File: src/rtl/fighter_pkg.sv
// Shared encodings and default frame constants for the fighter player blocks.
package fighter_pkg;

  localparam int CNT_W               = 5;
  localparam int DEBOUNCE_CYCLES_DEF = 250000;
  localparam int ATTACK_FRAMES_DEF   = 12;
  localparam int STUN_FRAMES_DEF     = 20;

  localparam logic [1:0] ST_FREE   = 2'd0;
  localparam logic [1:0] ST_ATTACK = 2'd1;
  localparam logic [1:0] ST_STUN   = 2'd2;

  function automatic logic rising(input logic cur, input logic prev);
    return cur & ~prev;
  endfunction

endpackage

File: src/rtl/btn_debounce.sv
// Two-flop synchroniser plus stability counter; a new level is accepted only after
// DEBOUNCE_CYCLES consecutive equal synchronised samples.
module btn_debounce #(
  parameter int DEBOUNCE_CYCLES = 250000
) (
  input  logic clk,
  input  logic reset,
  input  logic raw,
  output logic level
);

  localparam int CW = (DEBOUNCE_CYCLES > 1) ? $clog2(DEBOUNCE_CYCLES) : 1;

  logic          sync_a;
  logic          sync_b;
  logic [CW-1:0] cnt;

  // cnt holds the number of differing samples already seen, so the last one lands on D-1
  always_ff @(posedge clk or posedge reset) begin
    if (reset) begin
      sync_a <= 1'b0;
      sync_b <= 1'b0;
      cnt    <= '0;
      level  <= 1'b0;
    end else begin
      sync_a <= raw;
      sync_b <= sync_a;
      if (sync_b == level) begin
        cnt <= '0;
      end else if (cnt == CW'(DEBOUNCE_CYCLES - 1)) begin
        level <= sync_b;
        cnt   <= '0;
      end else begin
        cnt <= cnt + CW'(1);
      end
    end
  end

endmodule

File: src/rtl/player_input_ctrl.sv
// Per-player input front end: debounce, SOCD resolve, jump/attack requests and the
// FREE/ATTACK/STUN action FSM. Optional macro INPUT_BUFFER_EN keeps one attack press buffered.
module player_input_ctrl #(
  parameter int DEBOUNCE_CYCLES = fighter_pkg::DEBOUNCE_CYCLES_DEF,
  parameter int ATTACK_FRAMES   = fighter_pkg::ATTACK_FRAMES_DEF,
  parameter int STUN_FRAMES     = fighter_pkg::STUN_FRAMES_DEF,
  parameter int CNT_W           = fighter_pkg::CNT_W
) (
  input  logic       clk,
  input  logic       reset,
  input  logic       SCEN,
  input  logic       btn_left,
  input  logic       btn_right,
  input  logic       btn_jump,
  input  logic       btn_attack,
  input  logic       hit_taken,
  input  logic       jump_active,
  output logic       move_left,
  output logic       move_right,
  output logic       jump,
  output logic       attack_start,
  output logic       move_enable,
  output logic [1:0] act_state
);
  import fighter_pkg::*;

  logic             left_db, right_db, jump_db, atk_db;
  logic             jump_db_q, atk_db_q;
  logic             jump_rise, atk_rise;
  logic             jump_pend, atk_pend;
  logic             in_free, atk_go;
  logic [1:0]       state, next_state;
  logic [CNT_W-1:0] cnt, next_cnt;

  btn_debounce #(.DEBOUNCE_CYCLES(DEBOUNCE_CYCLES)) u_db_left
    (.clk(clk), .reset(reset), .raw(btn_left),   .level(left_db));
  btn_debounce #(.DEBOUNCE_CYCLES(DEBOUNCE_CYCLES)) u_db_right
    (.clk(clk), .reset(reset), .raw(btn_right),  .level(right_db));
  btn_debounce #(.DEBOUNCE_CYCLES(DEBOUNCE_CYCLES)) u_db_jump
    (.clk(clk), .reset(reset), .raw(btn_jump),   .level(jump_db));
  btn_debounce #(.DEBOUNCE_CYCLES(DEBOUNCE_CYCLES)) u_db_attack
    (.clk(clk), .reset(reset), .raw(btn_attack), .level(atk_db));

  assign jump_rise = rising(jump_db, jump_db_q);
  assign atk_rise  = rising(atk_db, atk_db_q);
  assign in_free   = (state == ST_FREE);
  // hit_taken outranks attack entry, so it also suppresses the start pulse
  assign atk_go       = SCEN & in_free & atk_pend & ~jump_active & ~hit_taken;
  assign attack_start = atk_go;
  assign jump         = jump_pend;
  assign act_state    = state;

  always_comb begin
    next_state = state;
    next_cnt   = cnt;
    if (hit_taken) begin
      next_state = ST_STUN;
      next_cnt   = '0;
    end else if (SCEN) begin
      case (state)
        ST_FREE: begin
          if (atk_pend && !jump_active) begin
            next_state = ST_ATTACK;
            next_cnt   = '0;
          end
        end
        ST_ATTACK: begin
          if (cnt == CNT_W'(ATTACK_FRAMES - 1)) begin
            next_state = ST_FREE;
            next_cnt   = '0;
          end else begin
            next_cnt = cnt + CNT_W'(1);
          end
        end
        ST_STUN: begin
          if (cnt == CNT_W'(STUN_FRAMES - 1)) begin
            next_state = ST_FREE;
            next_cnt   = '0;
          end else begin
            next_cnt = cnt + CNT_W'(1);
          end
        end
        default: begin
          next_state = ST_FREE;
          next_cnt   = '0;
        end
      endcase
    end
  end

  always_ff @(posedge clk or posedge reset) begin
    if (reset) begin
      state       <= ST_FREE;
      cnt         <= '0;
      move_enable <= 1'b1;
      move_left   <= 1'b0;
      move_right  <= 1'b0;
      jump_db_q   <= 1'b0;
      atk_db_q    <= 1'b0;
    end else begin
      state       <= next_state;
      cnt         <= next_cnt;
      move_enable <= (next_state == ST_FREE);
      move_left   <= left_db & ~right_db;
      move_right  <= right_db & ~left_db;
      jump_db_q   <= jump_db;
      atk_db_q    <= atk_db;
    end
  end

  // A press that lands on the serving SCEN edge is kept for the following frame
  always_ff @(posedge clk or posedge reset) begin
    if (reset) begin
      jump_pend <= 1'b0;
    end else if (hit_taken) begin
      jump_pend <= 1'b0;
    end else if (jump_pend && SCEN) begin
      jump_pend <= 1'b0;
    end else if (jump_rise && in_free && !jump_active) begin
      jump_pend <= 1'b1;
    end
  end

`ifdef INPUT_BUFFER_EN
  always_ff @(posedge clk or posedge reset) begin
    if (reset) begin
      atk_pend <= 1'b0;
    end else if (atk_rise) begin
      atk_pend <= 1'b1;
    end else if (atk_go) begin
      atk_pend <= 1'b0;
    end
  end
`else
  always_ff @(posedge clk or posedge reset) begin
    if (reset) begin
      atk_pend <= 1'b0;
    end else if (!in_free) begin
      atk_pend <= 1'b0;
    end else if (atk_rise) begin
      atk_pend <= 1'b1;
    end else if (atk_go) begin
      atk_pend <= 1'b0;
    end
  end
`endif

endmodule

File: config.mk
export PLATFORM = sky130hd
export DESIGN_NAME = player_input_ctrl
export DESIGN_NICKNAME = d
export VERILOG_FILES = /design/src/rtl/fighter_pkg.sv /design/src/rtl/btn_debounce.sv /design/src/rtl/player_input_ctrl.sv
export SDC_FILE = /design/constraint.sdc
export NUM_CORES = 1
export LEC_CHECK = 0
export ABC_AREA = 1
export ABC_CLOCK_PERIOD_IN_PS = 1400
export BUFFER_PORTS_ARGS = -buffer_cell sky130_fd_sc_hd__buf_2
export CELL_PAD_IN_SITES_DETAIL_PLACEMENT = 0
export CELL_PAD_IN_SITES_GLOBAL_PLACEMENT = 1
export CORE_ASPECT_RATIO = 1.1
export CORE_MARGIN = 5
export CORE_UTILIZATION = 40
export CTS_CLUSTER_DIAMETER = 30
export CTS_CLUSTER_SIZE = 10
export DETAILED_ROUTE_END_ITERATION = 16
export PLACE_DENSITY_LB_ADDON = 0.1
export SLEW_MARGIN = 10
export SYNTH_ARGS = -nofsm -noshare
export SYNTH_HDL_FRONTEND = slang
export SYNTH_HIERARCHICAL = 1
export SYNTH_SLANG_ARGS = --single-unit
File: constraint.sdc
create_clock -name clk -period 1.4 [get_ports clk]
set_input_delay 0 -clock clk [delete_from_list [all_inputs] [get_ports clk]]
set_output_delay 0 -clock clk [all_outputs]
set_load 0.05 [all_outputs]
== Yosys cells after proc, flatten, opt, wreduce, memory -nomap -nowiden ==
Index checks and enable logic that the tools add are counted.
Operators by class
  add/subtract/negate cells: 5
  equality and inequality tests: 14
  mux-type cells: 26
  bitwise logic cells: 18
  reduce and logical (&&, ||, !) cells: 14
Operators by type and width (number)
  $mux W18: 8
  $add A18 B1 Y18 const B: 4
  $eq A18 B18 Y1 const B: 4
  $mux W5: 5
  $pmux W5 S3: 1
  $mux W2: 5
  $not A1 Y1: 10
  $reduce_and A2 Y1: 5
  $and A1 B1 Y1: 8
  $mux W1: 6
  $pmux W2 S3: 1
  $add A5 B1 Y5 const B: 1
  $eq A5 B4 Y1 const B: 1
  $eq A5 B5 Y1 const B: 1
  $eq A1 B1 Y1: 4
  $logic_and A1 B1 Y1: 4
  $logic_not A2 Y1: 2
  $ne A3 B2 Y1 const B: 1
  $ne A3 B3 Y1 const B: 1
  $reduce_bool A3 Y1: 1
  $eq A2 B1 Y1 const B: 1
  $eq A2 B2 Y1 const B: 1
  $reduce_bool A2 Y1: 1
  $logic_not A1 Y1: 1
Storage, ports and cells
  bits in registers: 98
  input bits: 9

== Depth between registers and ports, before layout ==
Gate-level depths: netlist (run 1).
  depth in word-level cells: 8
  gate-level depth with buffers: 10
  mapped depth without buffers: 10

== By module ==
The synthesis (run 1) kept the hierarchy.
By module, submodules not included
  btn_debounce at u_db_attack ...: times used 3, cells each 139, area an instance 1159.9 sq um, seq. area each 525.5 sq um
  btn_debounce at u_db_jump: times used 1, cells each 133, area an instance 1141.1 sq um, seq. area each 525.5 sq um
  player_input_ctrl: times used 1, cells each 106, area an instance 813.3 sq um, seq. area each 351.6 sq um

== Worst setup path after synthesis (run 1) ==
Ideal clock, no wire load.
  kind: register to register
  from: register state[0], in the netlist act_state[0]
  to: register, netlist name cnt[4]
  setup time: 0.117 ns
  arrival: 1.489 ns
  data required time: 1.283 ns
  path slack: -0.205 ns
  stages on the path, launching flop included: 11
  buffers on the path: 0
  period minus slack after synthesis: 1.605 ns
  cell sequence: dfrtp_1 > inv_1 > ha_1 > inv_1 > nand2_1 > nand2_1 > nand3_1 > nand2_1 > nand2_1 > nand2_1 > nor2_1
RTL lines
  start: declaration: line player_input_ctrl.sv:32  | logic [1:0] state, next_state;
  start signal: assignment: line player_input_ctrl.sv:101  | state <= next_state;

==> flow_metrics.py, run 1 <==
metrics = {
    "placed_design": {
        "portBuffers": 15,
        "dp_hpwl_mm": 8.12,
        "place_inst": 886,
        "placed_area_mm2": 0.00597,
        "gp_congestion": 0.829,
    },
    "clock_tree": {
        "clockBufferDepth": 2,
        "worst_skew_pair.late_latency_ps": 350,
        "clkSinkCount": 98,
        "cts_max_level": 3,
        "cts_tree": "yes",
        "cts_root_buf": "clkbuf_16",
        "path_clk_slew_ps": 70,
        "cts_buffers": 9,
    },
    "floorplanning": {
        "start_util": 0.410,
        "rows": 44,
        "core_area_mm2": 0.0133,
        "die_w_um": 121,
        "die-area_mm2": 0.0160,
        "ios": 16,
        "fp.dieH_um": 132,
    },
    "routing": {
        "wl_per_cell_um": 12.1,
        "via_per_inst": 4.58,
        "drc": 0,
        "totalWireLength_mm": 11.1,
        "num_vias": 4218,
        "drtIter0Drc": 165,
        "ant_nets": 0,
        "firstDrtPassIters": 4,
    },
    "global_route": {
        "antenna_found_initial": 0,
        "grt_max_degree": 22,
        "grt_pass1_wl_mm": 19.8,
        "grt_pass1_vias": 4366,
        "grt_overflow_total": 0,
        "grt_usage": 0.151,
    },
    "status": {
        "violations": "setup timing",
        "outcome": "finished with violations",
    },
    "flow_run": {
        "cap_viol_max_count": 0,
    },
    "yosys": {
        "synth_nets": 674,
        "synth-seq-cells": 98,
        "ys_warn_count": 6,
        "synth_cell_type_count": 30,
        "synth.avg_cell_area_um2": 8.28,
        "synth_cells": 656,
        "syn_area_mm2": 0.00543,
        "ys_seq_area_frac": 0.452,
    },
    "critical_path": {
        "critical_path_required_ps": 1640,
        "endpoint_kind": "flop",
        "startpoint_type": "flop",
        "r2r_slack_ps": -90,
        "path_max_fanout": 7,
        "cp.arrival_ps": 1730,
        "startpoint": "act_state[0]",
        "critPathKind": "reg2reg",
        "r2r_start": "act_state[0]",
    },
    "timing": {
        "post-route-min-period_ps": 1490,
        "finalMaxSlewViolations": 0,
        "worst_slew_pin_slew_ps": 601,
        "fin_worst_skew_ps": 7.11,
        "hold_violations": 0,
        "setup_viol": 4,
        "max_freq_mhz": 670,
        "slew_headroom": 0.599,
        "rsz0062_at_grt": "true",
        "fin_setup_tns_ps": -271,
        "period_share": 1.07,
        "setup_ws_ps": -92.7,
    },
    "power": {
        "leakagePower_nw": 3.02,
        "p_per_area_mw_per_mm2": 865,
        "ir_drop_v": 0.000628,
        "power_mw": 5.76,
    },
    "final_layout": {
        "finalInstanceArea_mm2": 0.00666,
        "drive_gt1_frac": 0.308,
        "syn_to_final_growth_pct": 22.5,
        "stdcell_count": 921,
        "fillers": 1260,
        "n_antenna_cell": 0,
        "nets": 750,
    },
    "min_path": {
        "holdCritStartpoint": "SCEN",
        "hp-class": "in2reg",
    },
}
[worst paths after layout]
check                                     to  depth (start not counted)
max                                   cnt[3]                         11
min                                     jump                          3
max reg2reg                           cnt[3]                         11
min reg2reg                 u_db_jump/sync_b                          0
max in group asynchronous  u_db_right/cnt[9]                          4
min in group asynchronous  u_db_right/sync_b                          3
[layout make-up]
type,count,area (µm²),share of cell area
multi-input cells,465,2830,0.426
clock inverters,5,52.6,0.00789
well taps,184,230,0.0346
flip-flops and latches,98,2460,0.369
inverters,95,362,0.0543
clock buffers,11,253,0.0380
repair buffers,63,468,0.0703
[what timing repair did]
action | CTS | global route
buffers inserted | 5 | 6
pin swaps | 3 | 15
gates cloned | 0 | 2
hold buffers | 6 | 0
resized for setup | 14 | 42
hold endpoints to repair | 93 | 0
endpoints found under the setup margin | 9 | 57
[metrics by stage]
| step | util | hold WS [ps] | worst slack, ps |
|---|---|---|---|
| 2_1_floorplan | - | -112 | 4.77 |
| 3_3_place_gp | 0.450 | 82.6 | 44.7 |
| 3_5_place_dp | 0.450 | 94.6 | -5.41 |
| 4_1_cts | 0.485 | 16.1 | -101 |
| 5_1_grt | 0.502 | 61.5 | -164 |
| 6_report | 0.502 | 59.6 | -92.7 |
[state kept, by name (all words and copies together), names as in the netlist, 2 cells and up]
signal and count:
u_db_attack/cnt 18, u_db_jump/cnt 18, u_db_right/cnt 18, cnt 5, act_state 2, u_db_left/cnt 18
[where the power goes]
group          leakage [nW]  switching (mW)  internal (mW)
logic                  1.55           0.204          0.121
clock network         0.151            1.05           1.47
registers              1.33          0.0375           2.88
total                  3.02            1.29           4.47
[synth_stat cells, drive strengths merged]
cell,instances,share of area
a211oi,3,0.0041
a21oi,31,0.031
a31oi,1,0.0012
and3b,1,0.0016
dfrtp,97,0.45
dfstp,1,0.0048
ha,9,0.021
inv,95,0.066
nand2,143,0.12
nand3,53,0.064
nand4,7,0.0081
nor2,162,0.15
nor3,7,0.0064
nor3b,4,0.0055
o21a,1,0.0014
o21ai,5,0.0046
o22ai,1,0.0012
xnor2,14,0.024
xor2,21,0.034
[kinds of logic (layout without fill, tap and decap cells)]
logic type / Yosys count / after routing / synth area share
AOI/OAI and AO/OA: 42 / 42 / 0.0437
and+or+nand+nor: 377 / 379 / 0.361
DFF: 98 / 98 / 0.452
adders and majority gates: 9 / 9 / 0.0207
xor gates and xnor gates: 35 / 35 / 0.0578
buffers and inverters: 95 / 174 / 0.0656
[routing by layer]
metal,track usage,wire [µm],vias to the layer above
li1,-,-,2198
met1,0.197,5320,1974
met2,0.249,5340,33
met3,0.0249,230,13
met4,0.0616,217,0
met5,0,0,-
[worst max-delay path, stage by stage (launching register included)]
cell     delay (ps)
dfrtp_2         430
inv_4            70
ha_4            140
inv_4            40
buf_4           120
buf_6           110
nand2_4          70
nand3_4         130
nand2_2         110
nand2_1          50
nand2_1          60
nor2_1           40
[cell usage in the layout (no fill, tap or decap), types with 5 or more instances in the layout]
cell,instances
a21oi_1,27
buf_2,14
buf_4,39
clkbuf_16,9
dfrtp_1,93
dlygate4sd3_1,6
inv_1,72
inv_2,21
nand2_1,98
nand2_2,34
nand2_4,13
nand3_1,37
nand3_2,11
nand3_4,5
nand4_1,7
nor2_1,112
nor2_2,26
nor2_4,23
nor3_1,7
xnor2_1,13
xor2_1,21
Note: power is estimated with default switching activity, not from simulation.
==> inputs of run 2 (changes only) <==
--- a/config.mk
+++ b/config.mk
@@ -12,7 +12,7 @@
 export CELL_PAD_IN_SITES_GLOBAL_PLACEMENT = 1
 export CORE_ASPECT_RATIO = 1.1
 export CORE_MARGIN = 5
-export CORE_UTILIZATION = 40
+export CORE_UTILIZATION = 48
 export CTS_CLUSTER_DIAMETER = 30
 export CTS_CLUSTER_SIZE = 10
 export DETAILED_ROUTE_END_ITERATION = 16
==> run 2 against run 1 <==
The run still ends with setup timing left. Combinational power hardly changed. Sequential share of layout area is 0.34 points higher. Clock-buffer cell count is 1 higher. Core utilization is 9.7 points higher. Cell area is 1.0% lower. Wire length is 3.6% lower. Non-clock buffer count is 1 lower. Maximum frequency is 5.6% higher. First-iteration DRC count is 13% lower. Via count is 0.57% lower. Critical path type is now reg2out. Largest cell class unchanged. Highest routed layer unchanged.
==> flow_metrics.py, run 2 (synthesis results as in run 1) <==
metrics = {
    "power": {
        "ir_drop_v": 0.000641,
        "power_mw": 5.90,
        "leakagePower_nw": 3.01,
        "p_sw_mw": 1.28,
        "p_int_mw": 4.62,
        "p_sw_frac": 0.217,
        "p_per_area_mw_per_mm2": 896,
        "seqPwrFrac": 0.494,
        "pwr-share-clk": 0.451,
        "comb_power_share": 0.055,
    },
    "critical_path": {
        "path_cells": "inv_2, ha_4, inv_4, nor2_4, nand4_1, inv_1, buf_6",
        "path_max_fanout": 2,
        "path_buf_inv": 4,
        "startpoint_type": "flop",
        "endpoint_kind": "output port",
        "cp.arrival_ps": 1410,
        "crit_path_top_delay_cell": "dfrtp_2",
        "critPathKind": "reg2out",
        "cp_slowest_stage_delay_ps": 400,
        "critical_path_required_ps": 1400,
        "path_delay_family": "flip-flops",
    },
    "placed_design": {
        "place_inst": 850,
        "dp_hpwl_mm": 7.70,
        "portBuffers": 15,
        "gp_congestion": 0.834,
        "place_ws_ps": -20.3,
    },
    "routing": {
        "ant_nets": 0,
        "num_vias": 4194,
        "firstDrtPassIters": 4,
        "via_per_inst": 4.75,
        "drtIter0Drc": 144,
        "drc": 0,
        "totalWireLength_mm": 10.7,
        "wl_per_cell_um": 12.1,
    },
    "global_route": {
        "grt_usage": 0.167,
        "antenna_found_initial": 0,
        "grt_pass1_vias": 4193,
        "grt_overflow_total": 0,
        "grt_pass1_wl_mm": 18.7,
        "grt_max_degree": 22,
    },
    "min_path": {
        "hp-class": "in2reg",
    },
    "final_layout": {
        "nets": 749,
        "drive_gt1_frac": 0.292,
        "stdcell_count": 883,
        "syn_to_final_growth_pct": 21.3,
        "n_antenna_cell": 0,
        "mostFrequentLayoutCells": "nor2_1 (114), nand2_1 (101), dfrtp_1 (95)",
        "mostFrequentLayoutCell": "nor2_1",
        "utilization": 0.598,
    },
    "floorplanning": {
        "rows": 40,
        "fp.dieH_um": 122,
        "core_area_mm2": 0.0110,
        "ios": 16,
        "start_util": 0.494,
        "die-area_mm2": 0.0136,
        "die_w_um": 111,
    },
    "clock_tree": {
        "worst_skew_pair.late_latency_ps": 340,
        "clockBufferDepth": 2,
        "cts_tree": "yes",
        "cts_buffers": 9,
        "cts_root_buf": "clkbuf_16",
        "clkSinkCount": 98,
        "path_clk_slew_ps": 60,
        "cts_max_level": 3,
    },
    "timing": {
        "rsz0062_at_grt": "true",
        "setup_ws_ps": -13.9,
        "worst_slew_pin_slew_ps": 558,
        "max_freq_mhz": 707,
        "slew_headroom": 0.627,
        "hold_violations": 0,
        "fin_worst_skew_ps": 5.83,
        "period_share": 1.01,
        "setup_viol": 2,
        "post-route-min-period_ps": 1410,
        "finalMaxSlewViolations": 0,
    },
    "flow_run": {
        "cap_viol_max_count": 0,
    },
    "status": {
        "outcome": "finished with violations",
        "violations": "setup timing",
    },
}
-- run 2: cell count changes in the layout (fill, tap and decap cells not counted), sizes merged --
cell | previous run | this run
buf | 57 | 56
bufinv | 1 | 2
clkbuf | 11 | 12
clkinv | 3 | 0
clkinvlp | 1 | 2
-- run 2: final cells by class --
class | count | area [µm²]
Clock inverter | 4 | 75.1
Timing Repair Buffer | 62 | 449
Multi-Input combinational cell | 465 | 2810
Tap cell | 147 | 184
Sequential cell | 98 | 2460
Inverter | 95 | 364
Fill cell | 1007 | 4420
Clock buffer | 12 | 246
-- run 2: final timing paths --
| check | start | to | slack [ps] | depth (start not counted) |
|---|---|---|---|---|
| max | act_state[0] | attack_start | -10 | 7 |
| min | SCEN | jump | 40 | 3 |
| max reg2reg | act_state[0] | cnt[4] | 0 | 10 |
| min reg2reg | u_db_jump/sync_a | u_db_jump/sync_b | 350 | 0 |
| max in group asynchronous | reset | u_db_left/sync_b | 650 | 4 |
| min in group asynchronous | reset | u_db_left/cnt[16] | 240 | 3 |
-- run 2: power by group through the flow --
stage | combinational, mW | clock, mW | sequential, mW
after floorplan | 0.171 | 0 | 2.96
after global placement | 0.286 | 0 | 2.96
after detailed placement | 0.292 | 0 | 2.96
after CTS | 0.307 | 2.75 | 2.91
after global routing | 0.374 | 2.87 | 2.92
final | 0.326 | 2.66 | 2.92
-- run 2: metrics by stage --
| stage | hold slack [ps] | instance area, µm² | setup TNS, ps |
|---|---|---|---|
| 2_1_floorplan | -112 | 5440 | 0 |
| 3_3_place_gp | 57.3 | 5940 | 0 |
| 3_5_place_dp | 75.5 | 5940 | -65.9 |
| 4_1_cts | 11.6 | 6390 | -61.1 |
| 5_1_grt | 60.4 | 6590 | -396 |
| 6_report | 36.5 | 6590 | -15.2 |
-- run 2: what timing repair did --
item                                    in CTS  in global routing
pin swaps                                    2                 17
endpoints found under the hold margin       92                  0
buffers inserted                             5                  4
cloned                                       0                  2
hold buffers                                 6                  0
resized for setup                           11                 32
endpoints found under the setup margin       8                 58
-- run 2: per-layer routing --
layer,track usage,share of wire,up-vias
met5,0,0,-
met4,0.0662,0.016,0
met3,0.0243,0.023,9
met2,0.275,0.47,43
met1,0.224,0.49,1956
li1,-,-,2186
-- run 2: worst min-delay path: cells and delay by family --
kind,cells,cell delay [ps]
AO/OA/AOI/OAI,2,170
buffers and inverters,1,170
